**src/rtl/gain_control.sv**
```systemverilog
// gain_control
//   Master-volume stage sitting between the mixer's audio-in stream and the
//   DAC-out stream. Two active-low keys raise and lower a saturating gain
//   level from 0 to MAX_LEVEL. Each accepted sample is multiplied by level/4,
//   so level 4 is unity gain, and the result saturates to the sample range.
//   The current level is shown on one active-low 7-segment digit.
//
// Parameters
//   DATA_W          signed sample width
//   MAX_LEVEL       highest gain level (must be <= 9 to fit one digit)
//   RESET_LEVEL     level after reset
//   DEBOUNCE_CYCLES cycles a key must differ from its stable state to flip it
//   REPEAT_CYCLES   auto-repeat period while a key is held
//
// Ports
//   clk_clk        in   system clock
//   reset_reset_n  in   asynchronous active-low reset
//   gain_key[1:0]  in   raw keys, active-low, asynchronous: [0]=up, [1]=down
//   gain_hex[6:0]  out  segments {g,f,e,d,c,b,a}, active-low
//   gain_level     out  current gain level, binary
//   sink_*         in   input sample stream (data, channel, valid) / ready out
//   source_*       out  scaled sample stream (data, channel, valid) / ready in
//
// Build option
//   GAIN_KEY_AUTOREPEAT_EN  when defined, a key held stably pressed produces
//                           an extra press event every REPEAT_CYCLES cycles.

module gain_control #(
    parameter int DATA_W          = 24,
    parameter int MAX_LEVEL       = 8,
    parameter int RESET_LEVEL     = 4,
    parameter int DEBOUNCE_CYCLES = 500000,
    parameter int REPEAT_CYCLES   = 25000000
) (
    input  logic              clk_clk,
    input  logic              reset_reset_n,
    input  logic [1:0]        gain_key,
    output logic [6:0]        gain_hex,
    output logic [3:0]        gain_level,
    input  logic [DATA_W-1:0] sink_data,
    input  logic              sink_channel,
    input  logic              sink_valid,
    output logic              sink_ready,
    output logic [DATA_W-1:0] source_data,
    output logic              source_channel,
    output logic              source_valid,
    input  logic              source_ready
);

    localparam int              DB_W      = $clog2(DEBOUNCE_CYCLES);
    localparam logic [DB_W-1:0] DB_LAST   = DB_W'(DEBOUNCE_CYCLES - 1);
    localparam logic [3:0]      LEVEL_MAX = 4'(MAX_LEVEL);
    localparam logic [3:0]      LEVEL_RST = 4'(RESET_LEVEL);

    // Saturation bounds expressed at the widened product width.
    localparam logic signed [DATA_W+3:0] SAT_MAX = {5'b00000, {(DATA_W-1){1'b1}}};
    localparam logic signed [DATA_W+3:0] SAT_MIN = {5'b11111, {(DATA_W-1){1'b0}}};

    // Reject configurations the counters and the single digit cannot represent.
    if (MAX_LEVEL > 9 || RESET_LEVEL > MAX_LEVEL || DEBOUNCE_CYCLES < 2 ||
        REPEAT_CYCLES < 2) begin : g_bad_params
        $error("gain_control: unsupported parameter combination");
    end

    function automatic logic [6:0] seg_decode(input logic [3:0] value);
        logic [6:0] seg;
        case (value)
            4'd0:    seg = 7'h40;
            4'd1:    seg = 7'h79;
            4'd2:    seg = 7'h24;
            4'd3:    seg = 7'h30;
            4'd4:    seg = 7'h19;
            4'd5:    seg = 7'h12;
            4'd6:    seg = 7'h02;
            4'd7:    seg = 7'h78;
            4'd8:    seg = 7'h00;
            4'd9:    seg = 7'h10;
            default: seg = 7'h7F;
        endcase
        return seg;
    endfunction

    // ------------------------------------------------------------------
    // Key synchronisation and debounce
    // ------------------------------------------------------------------
    // Keys idle high, so the synchronisers reset to the released level.
    logic [1:0] key_meta;
    logic [1:0] key_sync;

    always_ff @(posedge clk_clk or negedge reset_reset_n) begin
        if (!reset_reset_n) begin
            key_meta <= 2'b11;
            key_sync <= 2'b11;
        end else begin
            key_meta <= gain_key;
            key_sync <= key_meta;
        end
    end

    logic [1:0]           key_pressed;
    logic [1:0]           key_stable;
    logic [1:0][DB_W-1:0] db_cnt;
    logic [1:0]           db_press_evt;
    logic [1:0]           press_evt;

    assign key_pressed = ~key_sync;

    // A key must disagree with its stable state for DEBOUNCE_CYCLES
    // consecutive cycles before the stable state flips; any agreement in
    // between restarts the count. Only the released->pressed flip emits an
    // event.
    always_ff @(posedge clk_clk or negedge reset_reset_n) begin
        if (!reset_reset_n) begin
            key_stable   <= 2'b00;
            db_cnt       <= '0;
            db_press_evt <= 2'b00;
        end else begin
            for (int i = 0; i < 2; i++) begin
                db_press_evt[i] <= 1'b0;
                if (key_pressed[i] != key_stable[i]) begin
                    if (db_cnt[i] == DB_LAST) begin
                        key_stable[i]   <= key_pressed[i];
                        db_cnt[i]       <= '0;
                        db_press_evt[i] <= key_pressed[i];
                    end else begin
                        db_cnt[i] <= db_cnt[i] + DB_W'(1);
                    end
                end else begin
                    db_cnt[i] <= '0;
                end
            end
        end
    end

`ifdef GAIN_KEY_AUTOREPEAT_EN
    localparam int              RP_W    = $clog2(REPEAT_CYCLES);
    localparam logic [RP_W-1:0] RP_LAST = RP_W'(REPEAT_CYCLES - 1);

    logic [1:0][RP_W-1:0] rep_cnt;
    logic [1:0]           rep_evt;

    // The counter is held clear on the cycle the key becomes stable, so the
    // first repeat lands exactly REPEAT_CYCLES after the initial event.
    always_ff @(posedge clk_clk or negedge reset_reset_n) begin
        if (!reset_reset_n) begin
            rep_cnt <= '0;
            rep_evt <= 2'b00;
        end else begin
            for (int i = 0; i < 2; i++) begin
                rep_evt[i] <= 1'b0;
                if (!key_stable[i]) begin
                    rep_cnt[i] <= '0;
                end else if (rep_cnt[i] == RP_LAST) begin
                    rep_cnt[i] <= '0;
                    rep_evt[i] <= 1'b1;
                end else begin
                    rep_cnt[i] <= rep_cnt[i] + RP_W'(1);
                end
            end
        end
    end

    assign press_evt = db_press_evt | rep_evt;
`else
    assign press_evt = db_press_evt;
`endif

    // ------------------------------------------------------------------
    // Gain level and display
    // ------------------------------------------------------------------
    // Simultaneous up and down events cancel out.
    always_ff @(posedge clk_clk or negedge reset_reset_n) begin
        if (!reset_reset_n) begin
            gain_level <= LEVEL_RST;
        end else begin
            case (press_evt)
                2'b01: if (gain_level < LEVEL_MAX) gain_level <= gain_level + 4'd1;
                2'b10: if (gain_level != 4'd0)     gain_level <= gain_level - 4'd1;
                default: ;
            endcase
        end
    end

    always_ff @(posedge clk_clk or negedge reset_reset_n) begin
        if (!reset_reset_n) begin
            gain_hex <= seg_decode(LEVEL_RST);
        end else begin
            gain_hex <= seg_decode(gain_level);
        end
    end

    // ------------------------------------------------------------------
    // Sample scaling
    // ------------------------------------------------------------------
    // |data| * 9 < 2^(DATA_W+3), so DATA_W+4 signed bits hold the product
    // without overflow; >>> 2 floors toward minus infinity.
    logic signed [DATA_W+3:0] data_ext;
    logic signed [DATA_W+3:0] level_ext;
    logic signed [DATA_W+3:0] scaled;
    logic        [DATA_W-1:0] scaled_sat;
    logic                     accept;

    assign data_ext  = {{4{sink_data[DATA_W-1]}}, sink_data};
    assign level_ext = {{DATA_W{1'b0}}, gain_level};
    assign scaled    = (data_ext * level_ext) >>> 2;

    always_comb begin
        scaled_sat = scaled[DATA_W-1:0];
        if (scaled > SAT_MAX) begin
            scaled_sat = SAT_MAX[DATA_W-1:0];
        end else if (scaled < SAT_MIN) begin
            scaled_sat = SAT_MIN[DATA_W-1:0];
        end
    end

    assign sink_ready = !source_valid || source_ready;
    assign accept     = sink_valid && sink_ready;

    // Single-entry output register; the level in effect at acceptance is
    // baked into the stored sample.
    always_ff @(posedge clk_clk or negedge reset_reset_n) begin
        if (!reset_reset_n) begin
            source_data    <= '0;
            source_channel <= 1'b0;
            source_valid   <= 1'b0;
        end else if (accept) begin
            source_data    <= scaled_sat;
            source_channel <= sink_channel;
            source_valid   <= 1'b1;
        end else if (source_ready) begin
            source_valid   <= 1'b0;
        end
    end

endmodule

```
**config.mk**
```make
export PLATFORM = sky130hd
export DESIGN_NAME = gain_control
export DESIGN_NICKNAME = d
export VERILOG_FILES = /design/src/rtl/gain_control.sv
export SDC_FILE = /design/constraint.sdc
export NUM_CORES = 1
export LEC_CHECK = 0
export BUFFER_PORTS_ARGS = -buffer_cell sky130_fd_sc_hd__buf_2
export CORE_UTILIZATION = 37
export DETAILED_ROUTE_END_ITERATION = 12
export PLACE_DENSITY = 0.64
export SLEW_MARGIN = 20
export SYNTH_ARGS = -nofsm -noshare
export SYNTH_HDL_FRONTEND = slang
export SYNTH_SLANG_ARGS = --single-unit
```
**constraint.sdc**
```tcl
create_clock -name clk_clk -period 14.5 [get_ports clk_clk]
set_input_delay 2.175 -clock clk_clk [delete_from_list [all_inputs] [get_ports clk_clk]]
set_output_delay 2.175 -clock clk_clk [all_outputs]
set_load 0.02 [all_outputs]
```
# --- Yosys cells after proc, flatten, opt, wreduce, memory -nomap -nowiden ---
# Memory sizes are Yosys's and may differ from the RTL's. A register that Yosys moved wholly into a read port is not among the register bits.
# Index checks and enable logic that the tools add are counted.
word_totals:
  regBits: 76
  rom_bits: 112
  out_inout_bits: 38
  wordCells: 54
  memories: 1
memory_table:
  columns: ["name", "words", "width", "read_ports", "rd_clocked_by_memory_dff", "wr", "line", "rtl"]
  rows:
  - ["(name not given)", 16, 7, 1, 1, 0, "67", "case (value)"]
op_classes:
  n_addsub: 4
  mul: 1
  order_cmp: 3
  eq_ne: 8
  n_mux: 15
  bitwise_logic: 1
  n_reduce_logical: 10
op_table:
  columns: ["operator", "count"]
  rows:
  - ["$mux W19", 4]
  - ["$mux W24", 2]
  - ["$add A19 B1 Y19 const B", 2]
  - ["$eq A19 B19 Y1 const B", 2]
  - ["$mul A24 B5 Y28", 1]
  - ["$gt A26 B24 Y1 const B", 1]
  - ["$lt A26 B24 Y1 const B", 1]
  - ["$mux W4", 2]
  - ["$pmux W4 S2", 1]
  - ["$mux W1", 6]
  - ["$add A4 B1 Y4 const B", 1]
  - ["$lt A4 B4 Y1 const B", 1]
  - ["$ne A2 B2 Y1 const B", 2]
  - ["$reduce_and A2 Y1", 2]
  - ["$reduce_bool A2 Y1", 2]
  - ["$reduce_bool A4 Y1", 1]
  - ["$sub A4 B1 Y4 const B", 1]
  - ["$reduce_and A3 Y1", 1]
  - ["$eq A2 B1 Y1 const B", 1]
  - ["$eq A2 B2 Y1 const B", 1]
  - ["$logic_not A1 Y1", 2]
  - ["$ne A1 B1 Y1", 2]
  - ["$not A2 Y2", 1]
  - ["$logic_and A1 B1 Y1", 1]
  - ["$logic_or A1 B1 Y1", 1]

# --- Depth between registers and ports, before layout ---
logic_depth:
  depth_word: 4
  ltp_mapped: 19
  ltp_nobuf: 16

# --- Worst setup path after synthesis ---
# OpenSTA, ideal clock, no wires.
synth_timing:
  path_type: "input to register"
  startpoint: "input port sink_data[3]"
  endpoint: "register source_data[10]"
  arrival_ns: 5.917
  path_slack_ns: 8.496
  cell_stages: 17
  path_cell_list: "and2_1 > ha_1 > fa_1 > inv_1 > fa_1 > inv_1 > ha_1 > a21o_1 > a21oi_2 > a21o_1 > a211oi_2 > or2_4 > a311o_1 > or2_1 > and3_4 > buf_6 > a211oi_2"
synth_between:
  elab_chain_cells: 4
  elab_cells_between_ends: 5
  cone_classes: "mul: 1; order compare: 2; mux: 2"
synth_lines:
  columns: ["element", "line", "rtl"]
  rows:
  - ["from (decl)", "40", "input logic [DATA_W-1:0] sink_data,"]
  - ["$mul A24 B5 Y28 (*)", "205", "assign scaled = (data_ext * level_ext) >>> 2;"]
  - ["$lt A26 B24 Y1", "211", "end else if (scaled < SAT_MIN) begin"]
  - ["$mux W24", "211", null]
  - ["$mux W24 (*)", "209", "if (scaled > SAT_MAX) begin"]
  - ["to (signal assigned)", "227", "source_data <= scaled_sat;"]
  - ["to (decl)", "44", "output logic [DATA_W-1:0] source_data,"]
# Mark *: on every way between the ends. The rest lies on a longest branch, timed or not.
# A chain may end at the register's enable or synchronous reset.

# --- Worst setup path in the final report ---
layout_timing:
  startpoint: "input port sink_data[12]"
  endpoint: "register source_data[1]"
# The elaborated chain is that of the path after synthesis.

==> qor.txt <==
clock buffer depth: 2
post-synthesis adder-cell area fraction: 23.62%
wire length per cell: 12.78 um
combinational share of power: 9.7%
total power: 530.0 uW
Crit Path Max Fanout: 22
residual DRC count: 0
RSZ-0062 raised after global routing: false
Buffers on Ports: 68
hold_sp: key_meta[0]
GRT Residual Overflow: 0
R2R Path Start: gain_level[2]
post-DP HPWL: 11.64 mm
first-pass GRT wire length: 25.78 mm
worst skew pair latency: 340 ps
Hold Buf Count CTS: 0
CTS H-tree lvls: 3
GPL Wtd Cong: 0.8499
core area: 19650 sq um
Yosys top cell by area: dfrtp_1
reg2reg setup slack: 9420 ps
hold path depth: 0
Synth cell types: 54
fin nets: 1037
1st-iter DRT viols: 275
Worst Max-Slew Pin Slew: 933.5 ps
Initial Util: 38.11%
area of the die: 20820 sq um
die height: 144.3 um
vias in the first global route: 5456
post-synthesis register bit count: 83
CP startpoint: sink_data[12]
area grow syn2layout: 11.16%
Sw Pwr: 147.5 uW
post-synthesis mux area share: 0.3007%
RR Endpoint: source_data[1]
Worst-path clk slew: 80 ps
GRT Total Usage: 15.42%
io pins: 69
Final Hold Viols: 0
drt first pass iters: 4
Post-Synth Simple-Gate Area: 20.28%
Clk pwr share: 43.5%
net count after synthesis: 990
die outline width: 144.3 um
Max Cap Violations: 0
main combinational cell family by area after synthesis: adder cells
final core utilization: 42.37%
PD cells: 63.65 nW/um^2
setup bufs post-CTS: 0
ANT cells: 0
Critical Path AT: 6340 ps
crit path kind: in2reg
largest cells by area after synthesis: dfrtp_1, fa_1, ha_1, and2_1, inv_1
largest net degree at the start of global routing: 50
Synth Area in XOR/XNOR: 7.600%
Leak: 4.113 nW
Rows: 51
sequential area share after synthesis: 27.86%
Hold Crit Class: reg2reg
Compound-Gate Fraction of Synth Area: 11.91%
Int Pwr: 382.5 uW
clock tree from TritonCTS: done
Yosys top cell area share: 25.05%
outcome: finished, final reports clean
end point of the worst hold path: key_sync[0]
layout cells sized above 1: 14.79%
Switching Share: 27.83%
Max Clk Rate: 0.1637 GHz
Synth Warn #: 0
cts bufs inserted: 9
Worst VDD drop: 0.00005971 V
synthesized area: 7491 sq um
Post-DRT Antenna Nets: 0
ys async rst share: 100.0%
Final TNS setup: 0 ps
Final setup viols: 0
Fill cells: 2009
Via density: 4.822
CP endpoint kind: flop
Max Slew Vio Count: 0
final WL: 14.88 mm
routed vias: 5613
Root Driver: clkbuf_16
Seq pwr share: 46.8%
Synth Area per Inst: 8.844 sq um
Synth Flop Type: dfrtp_1
Post-synth EDFFs: 0
Startpoint Class: primary input
R2R cell count: 16
Fin Clk Skew: 11.83 ps
antenna violations before repair: 2
Post-Synthesis Cells: 847
PostCTS Resize Cnt: 0
CP required: 14740 ps
Clock Sinks: 83
Tmin final: 6107 ps
Rel. slew slack: 37.76%
Final period util: 42.12%
-- worst max path at each step --
stage / end / depth (start not counted) / slack, ps
finish: source_data[1] / 17 / 8390
global route: source_data[0] / 17 / 8130
CTS: source_data[1] / 17 / 8410
detailed placement: source_data[1] / 17 / 8050
global placement: source_data[0] / 17 / 8130
floorplan: source_data[10] / 17 / 8500
-- synth_stat cells (all sizes together) (2+ instances only) --
master / number
a21oi: 36
fa: 49
dfrtp: 75
o21a: 2
a21o: 14
a221oi: 2
nor3b: 2
or2: 4
clkbuf: 27
o2111ai: 2
buf: 10
nor3: 10
a31oi: 4
xor2: 35
and2: 72
nor2b: 3
xnor2: 30
nand3: 22
nor4b: 2
nand4: 13
o21bai: 5
dfstp: 8
a211oi: 25
inv: 119
ha: 63
nor2: 92
o21ai: 20
nand2b: 7
and3: 6
nand2: 74
mux2: 2
-- worst max-delay path, stage by stage --
cell      delay [ps]
buf_2            110
and2_1           150
ha_1             310
fa_1             540
inv_1             60
fa_1             520
inv_1             40
ha_1             350
a21oi_1          200
o21ai_0          130
a21oi_1          170
o21ai_1          130
or2_4            290
a311o_1          340
or2_1            250
and3_4           300
a211oi_1         250
-- per-stage QoR --
stage | worst slack (ps) | hold slack, ps | instances | area [sq um]
after floorplan | 8496 | 345.2 | 847 | 7491
after global placement | 8135 | 346.2 | 1148 | 8020
after detailed placement | 8049 | 348.8 | 1148 | 8020
after CTS | 8405 | 354.0 | 1164 | 8327
after global routing | 8133 | 357.2 | 1164 | 8327
final | 8393 | 356.2 | 1164 | 8327
-- layer usage --
layer	global-route usage, %	up-vias	share of wire (%)
li1	-	2817	-
met1	21.61	2699	50
met4	2.493	4	0.37
met2	24.72	85	45
met3	3.212	8	4.6
met5	0	-	0.17
-- layout by cell type (no fill, tap or decap), types with 3 or more instances in the layout --
master     synthesis  final
inv_1            118    118
nor2_1            92     91
dfrtp_1           75     75
nand2_1           74     74
and2_1            72     72
buf_2              4     67
ha_1              63     63
fa_1              49     49
xor2_1            35     35
a21oi_1           33     33
xnor2_1           30     30
nand3_1           22     22
a211oi_2          22     22
o21ai_0           18     18
a21o_1            14     14
nand4_1           13     13
nor3_1            10     10
clkbuf_16          0      9
dfstp_2            8      8
nand2b_1           7      7
buf_4              1      6
and3_1             5      5
o21bai_1           5      5
nor2b_1            3      3
a211oi_1           3      3
clkinv_4           0      3
-- sequential cells by signal, summed over array words and instances, names as in the netlist --
name	count
key_meta	2
key_sync	2
source_channel	1
db_press_evt	2
gain_hex	7
source_valid	1
gain_level	4
db_cnt	38
key_stable	2
source_data	24
-- final cells by class --
cell class	instances	area, sq um	share of cell area [%]
Sequential cell	83	2087	25.06
Clock inverter	7	81.33	0.9767
Multi-Input combinational cell	608	4775	57.34
Timing Repair Buffer	73	380.4	4.568
Clock buffer	9	225.2	2.705
Tap cell	265	331.6	3.982
Inverter	119	446.7	5.364
-- logic make-up after synthesis --
kind of cell	Yosys count
AOI/OAI and AO/OA	117
xor gates and xnor gates	65
adders and majority gates	112
buffers and inverters	156
DFF	83
muxes	2
and+or+nand+nor	312
-- power groups by stage --
stage / Combinational (mW) / Clock (mW) / Sequential, mW
after detailed placement: 0.0520 / 0 / 0.252
after floorplan: 0.0189 / 0 / 0.261
final: 0.0513 / 0.231 / 0.248
after global placement: 0.0516 / 0 / 0.252
after global routing: 0.0571 / 0.247 / 0.249
after CTS: 0.0522 / 0.238 / 0.248
Power figures use the tool's default switching activity.
